### src/rtl/song_sequencer_if.sv
// Bundles the sequencer's control inputs, ROM port and note-player outputs.
// master = sequencer side, slave = environment (control, ROM, note player).
interface song_sequencer_if #(
  parameter int SONG_BITS = 2,
  parameter int IDX_BITS  = 5,
  parameter int NOTE_W    = 6,
  parameter int DUR_W     = 6
);
  logic                          play;
  logic [SONG_BITS-1:0]          song;
  logic                          beat;
  logic [SONG_BITS+IDX_BITS-1:0] rom_addr;
  logic [NOTE_W+DUR_W-1:0]       rom_dout;
  logic [NOTE_W-1:0]             note;
  logic [DUR_W-1:0]              duration;
  logic                          new_note;
  logic                          playing;
  logic                          song_done;

  modport master (
    input  play, song, beat, rom_dout,
    output rom_addr, note, duration, new_note, playing, song_done
  );

  modport slave (
    output play, song, beat, rom_dout,
    input  rom_addr, note, duration, new_note, playing, song_done
  );
endinterface

### src/rtl/song_sequencer.sv
// Song playback controller: walks one 32-entry song of the note ROM, issues
// each note with a one-cycle new_note strobe and holds it for its duration
// in beats. Supports pause (play=0), song change and end-of-song detection.
module song_sequencer #(
  parameter int SONG_BITS = 2,
  parameter int IDX_BITS  = 5,
  parameter int NOTE_W    = 6,
  parameter int DUR_W     = 6
) (
  input  logic              clk,
  input  logic              reset_n,
  song_sequencer_if.master  bus
);
  localparam logic [1:0] IDLE  = 2'd0;
  localparam logic [1:0] FETCH = 2'd1;
  localparam logic [1:0] WAIT  = 2'd2;
  localparam logic [1:0] PLAY  = 2'd3;

  localparam logic [IDX_BITS-1:0] LAST_IDX = '1;

  logic [1:0]                    state_reg;
  logic [IDX_BITS-1:0]           idx_reg;
  logic [SONG_BITS-1:0]          song_reg;
  logic [DUR_W-1:0]              beat_cnt_reg;
  logic [SONG_BITS+IDX_BITS-1:0] rom_addr_reg;
  logic [NOTE_W-1:0]             note_reg;
  logic [DUR_W-1:0]              duration_reg;
  logic                          new_note_reg;
  logic                          song_done_reg;

  logic [NOTE_W-1:0]   dout_note;
  logic [DUR_W-1:0]    dout_dur;
  logic [IDX_BITS-1:0] idx_inc;
  logic                song_change;
  logic                beat_taken;

  assign dout_dur    = bus.rom_dout[DUR_W-1:0];
  assign dout_note   = bus.rom_dout[NOTE_W+DUR_W-1:DUR_W];
  assign idx_inc     = idx_reg + IDX_BITS'(1);
  // A different song select restarts playback from any active state.
  assign song_change = (state_reg != IDLE) && (bus.song != song_reg);
  // Beats only count while holding a note and not paused.
  assign beat_taken  = bus.beat && bus.play;

  // Sequencer state, ROM address, current note and one-cycle strobes.
  always_ff @(posedge clk or negedge reset_n) begin
    if (!reset_n) begin
      state_reg     <= IDLE;
      idx_reg       <= '0;
      song_reg      <= '0;
      beat_cnt_reg  <= '0;
      rom_addr_reg  <= '0;
      note_reg      <= '0;
      duration_reg  <= '0;
      new_note_reg  <= 1'b0;
      song_done_reg <= 1'b0;
    end else begin
      new_note_reg  <= 1'b0;
      song_done_reg <= 1'b0;
      if (song_change) begin
        // Takes priority over note completion and the WAIT decode.
        song_reg     <= bus.song;
        idx_reg      <= '0;
        rom_addr_reg <= {bus.song, {IDX_BITS{1'b0}}};
        state_reg    <= FETCH;
      end else begin
        case (state_reg)
          IDLE: begin
            if (bus.play) begin
              song_reg     <= bus.song;
              idx_reg      <= '0;
              rom_addr_reg <= {bus.song, {IDX_BITS{1'b0}}};
              state_reg    <= FETCH;
            end
          end
          FETCH: begin
            // ROM samples rom_addr on this edge; data is valid in WAIT.
            state_reg <= WAIT;
          end
          WAIT: begin
            if (dout_dur == '0) begin
              // End marker: note/duration keep their last values.
              song_done_reg <= 1'b1;
              idx_reg       <= '0;
              state_reg     <= IDLE;
            end else begin
              note_reg      <= dout_note;
              duration_reg  <= dout_dur;
              beat_cnt_reg  <= dout_dur;
              new_note_reg  <= 1'b1;
              state_reg     <= PLAY;
            end
          end
          PLAY: begin
            if (beat_taken) begin
              if (beat_cnt_reg > DUR_W'(1)) begin
                beat_cnt_reg <= beat_cnt_reg - DUR_W'(1);
              end else if (idx_reg == LAST_IDX) begin
                // Last slot of the song: stop rather than run into the next song.
                song_done_reg <= 1'b1;
                idx_reg       <= '0;
                state_reg     <= IDLE;
              end else begin
                idx_reg      <= idx_inc;
                rom_addr_reg <= {song_reg, idx_inc};
                state_reg    <= FETCH;
              end
            end
          end
          default: state_reg <= IDLE;
        endcase
      end
    end
  end

  assign bus.rom_addr  = rom_addr_reg;
  assign bus.note      = note_reg;
  assign bus.duration  = duration_reg;
  assign bus.new_note  = new_note_reg;
  assign bus.song_done = song_done_reg;
  assign bus.playing   = (state_reg != IDLE);
endmodule

### src/flat_wrapper.sv
// flat-port wrapper written by rule: the top's interface ports become plain ports
module song_sequencer_flat 
#(
  parameter int SONG_BITS = 2,
  parameter int IDX_BITS  = 5,
  parameter int NOTE_W    = 6,
  parameter int DUR_W     = 6
)
  (clk, reset_n, bus_play, bus_song, bus_beat, bus_rom_dout, bus_rom_addr, bus_note, bus_duration, bus_new_note, bus_playing, bus_song_done);
  song_sequencer_if #(.SONG_BITS(SONG_BITS), .IDX_BITS(IDX_BITS), .NOTE_W(NOTE_W), .DUR_W(DUR_W)) bus_i ();
  input  logic clk;
  input  logic reset_n;
  input wire logic [$bits(bus_i.play)-1:0] bus_play;
  input wire logic [$bits(bus_i.song)-1:0] bus_song;
  input wire logic [$bits(bus_i.beat)-1:0] bus_beat;
  input wire logic [$bits(bus_i.rom_dout)-1:0] bus_rom_dout;
  output wire logic [$bits(bus_i.rom_addr)-1:0] bus_rom_addr;
  output wire logic [$bits(bus_i.note)-1:0] bus_note;
  output wire logic [$bits(bus_i.duration)-1:0] bus_duration;
  output wire logic [$bits(bus_i.new_note)-1:0] bus_new_note;
  output wire logic [$bits(bus_i.playing)-1:0] bus_playing;
  output wire logic [$bits(bus_i.song_done)-1:0] bus_song_done;
  assign bus_i.play = bus_play;
  assign bus_i.song = bus_song;
  assign bus_i.beat = bus_beat;
  assign bus_i.rom_dout = bus_rom_dout;
  assign bus_rom_addr = bus_i.rom_addr;
  assign bus_note = bus_i.note;
  assign bus_duration = bus_i.duration;
  assign bus_new_note = bus_i.new_note;
  assign bus_playing = bus_i.playing;
  assign bus_song_done = bus_i.song_done;
  song_sequencer #(.SONG_BITS(SONG_BITS), .IDX_BITS(IDX_BITS), .NOTE_W(NOTE_W), .DUR_W(DUR_W)) u_core (.clk(clk), .reset_n(reset_n), .bus(bus_i));
endmodule
### config.mk
export PLATFORM = sky130hd
export DESIGN_NAME = song_sequencer_flat
export DESIGN_NICKNAME = d
export VERILOG_FILES = /design/src/rtl/song_sequencer_if.sv /design/src/rtl/song_sequencer.sv /design/src/flat_wrapper.sv
export SDC_FILE = /design/constraint.sdc
export NUM_CORES = 1
export LEC_CHECK = 0
export CORE_MARGIN = 3
export CORE_UTILIZATION = 45
export DETAILED_ROUTE_END_ITERATION = 8
export PLACE_DENSITY = 0.72
export SLEW_MARGIN = 25
export SYNTH_ARGS = -nofsm -noshare
export SYNTH_HDL_FRONTEND = slang
export SYNTH_SLANG_ARGS = --single-unit
### constraint.sdc
create_clock -name clk -period 2.4 [get_ports clk]
set_input_delay 0.72 -clock clk [delete_from_list [all_inputs] [get_ports clk]]
set_output_delay 0.72 -clock clk [all_outputs]
set_load 0.02 [all_outputs]
==> flow_summary.json <==
{
  "io_buffers": 39,
  "detail-route-antenna-nets": 0,
  "grt_pass1_wl_mm": 7.541,
  "ys_ff_latch": 36,
  "min_period_over_period": 0.9731,
  "fill_cells": 283,
  "largest_reg_flops": 7,
  "gp_congestion": 0.8552,
  "n_antenna_cell": 0,
  "powerDensity_nw_per_um2": 1059,
  "ioPinCount": 40,
  "die_y_um": 70.56,
  "hold_viol": 0,
  "seqPwrFrac": 0.344,
  "initialDrtViolationCount": 80,
  "report.power.total_mw": 2.821,
  "syn_avg_cell_area_um2": 11.03,
  "max_freq_ghz": 0.4282,
  "cp.required_ps": 2580,
  "synth.distinct_cells": 40,
  "cts_max_level": 2,
  "critPathTopFamily": "simple AND/OR/NAND/NOR gates",
  "crit_path_start_kind": "primary input",
  "ctsHoldBuffers": 0,
  "grt_start_max_net_pins": 37,
  "routedWlPerCell_um": 15.38,
  "die_area_um2": 4979,
  "clock_latency_ps": 290,
  "tightestPinTransition_ps": 497.7,
  "syn-num-nets": 196,
  "cts-root-buf": "clkbuf_8",
  "syn-cell-area_um2": 1876,
  "drt-total-wl_mm": 4.383,
  "p_sw_frac": 0.3716,
  "cts_tree": "yes",
  "finalCriticalPeriod_ps": 2335,
  "area_growth_pct": 41.96,
  "numClockSinks": 36,
  "dp_hpwl_mm": 3.243,
  "skew_ps": 3.161,
  "grt_pass1_vias": 1587,
  "drv_cap": 0,
  "peakVddDrop_uv": 683.0,
  "status": "finished clean",
  "p_int_mw": 1.773,
  "synth.yosys.seq_area_share": 0.4803,
  "slew_viol_final": 0,
  "fp-row-count": 22,
  "criticalPathCategory": "in -> reg",
  "combPwrFrac": 0.493,
  "vias_per_cell": 5.586,
  "synth_edf_count": 0,
  "clkPwrFrac": 0.163,
  "synthFlopType": "dfrtp_1",
  "cp.buffers_inverters": 2,
  "core-area_um2": 3826,
  "grt_overflow_total": 0,
  "drt_first_pass_iters": 4,
  "critPathMaxStageDelay_ps": 550,
  "initial_core_util": 0.4902,
  "numCtsBuffers": 5,
  "vias": 1592,
  "crit_fanout": 6,
  "synth.yosys.warnings": 0,
  "drive_above_1_share": 0.3080,
  "arrival_ps": 2510,
  "min_path_type": "reg -> reg",
  "crit_path_cell_trace": "clkbuf_2, or4_4, or4b_4, o211ai_1, buf_4, a21oi_1, o22a_1",
  "cp_slowest_cell": "or4_4",
  "leakage_nw": 1.181,
  "async_flop_share": 1.000,
  "clockBufferDepth": 2,
  "nNetsFinal": 263,
  "drc": 0,
  "syn_inst": 170,
  "setup_viol": 0,
  "post-route-util": 0.6959,
  "die_x_um": 70.56,
  "p_switching_mw": 1.048,
  "crit_path_end_kind": "register",
  "slew_headroom": 0.6670,
  "grtUsageTotal": 0.1919,
  "clk_pin_slew_ps": 70,
  "grt_antenna_before_repair": 0
}
[final cells by class]
type / count / area (um2) / area share
flip-flops and latches: 36 / 902.1 / 0.3388
clock buffers: 7 / 96.34 / 0.03618
repair buffers: 66 / 576.8 / 0.2166
well taps: 48 / 60.06 / 0.02256
multi-input cells: 119 / 993.5 / 0.3731
inverters: 9 / 33.78 / 0.01269
[cells in the final DEF, fill, tap and decap left out, drive strengths merged, types with 2 or more instances in the layout]
cell type      instances
nor2b                  4
ha                     8
inv                    9
o211ai                 2
clkbuf                10
mux2i                  2
nor2                  10
o21ai                  7
clkdlybuf4s50         34
mux2                  21
nand3                  4
nand2                 11
nor3                   6
o41ai                  4
xnor2                  3
or4                    3
a21oi                  7
and3                   4
nor4b                  2
o31ai                  5
buf                   27
dfrtp                 36
[power by group through the flow]
stage	Sequential [mW]	Combinational, mW	Clock [mW]
2_1_floorplan	1.10	0.613	0
3_3_place_gp	0.955	1.31	0
3_5_place_dp	0.969	1.34	0
4_1_cts	0.964	1.37	0.478
5_1_grt	0.998	1.51	0.509
6_report	0.970	1.39	0.460
[synth_stat cells (3+ instances only)]
library cell   n  share of area
a21oi_1        7          0.019
and3_1         4          0.013
clkbuf_1       5          0.010
dfrtp_1       36           0.48
ha_1           8          0.053
inv_1          9          0.018
mux2_2        21           0.13
nand2_1       11          0.022
nand3_1        4          0.011
nor2_1        10          0.020
nor2b_1        4          0.013
nor3_1         5          0.013
o21ai_0        7          0.019
o31ai_1        4          0.016
o41ai_1        4          0.019
xnor2_1        3          0.014
[per-stage QoR]
stage               instances  setup TNS (ps)  setup WS (ps)  cell area [um2]  hold WS [ps]
floorplan                 170          -4.805         -4.805             1913         424.4
detailed placement        275          -11700         -567.7             2517         494.5
global placement          275           -9979         -495.6             2517         488.9
finish                    285               0          64.67             2663         511.7
CTS                       284          -39.16         -39.16             2638         516.4
global route              285          -1.300         -1.300             2663         532.1
[timing repair]
action                                  in CTS  in global routing
cloned                                       0                  0
buffers inserted                             2                  1
endpoints found under the setup margin      25                 24
resized for setup                            9                 13
pin swaps                                    4                  9
[worst paths after layout]
check	from	endpoint	slack, ps	depth (start not counted)
setup reg to reg	u_core.beat_cnt_reg[4]$_DFFE_PN0P_	u_core.idx_reg[2]$_DFFE_PN0P_	110	5
max in group asynchronous	reset_n	u_core.beat_cnt_reg[2]$_DFFE_PN0P_	1210	2
min in group asynchronous	reset_n	u_core.bus.rom_addr[1]$_DFFE_PN0P_	840	2
setup / recovery	bus_rom_dout[2]	u_core.beat_cnt_reg[4]$_DFFE_PN0P_	60	7
hold / removal	u_core.bus.duration[3]$_DFFE_PN0P_	u_core.bus.duration[3]$_DFFE_PN0P_	510	1
hold reg to reg	u_core.bus.duration[3]$_DFFE_PN0P_	u_core.bus.duration[3]$_DFFE_PN0P_	510	1
[layer usage]
layer  GRT usage  wire length, um
met4     0.06889               36
met1      0.2372             1914
met2      0.3129             2131
met3     0.06676              300
met5           0                0
[cell families after synthesis]
group,count (synthesis),share of synthesized area
flops,36,0.4803
mux,23,0.1368
compound gates,37,0.1468
xor+xnor,4,0.01868
simple gates,47,0.1334
fa+ha+maj,8,0.05337
buf+inv,15,0.03068
Power figures use the tool's default switching activity.
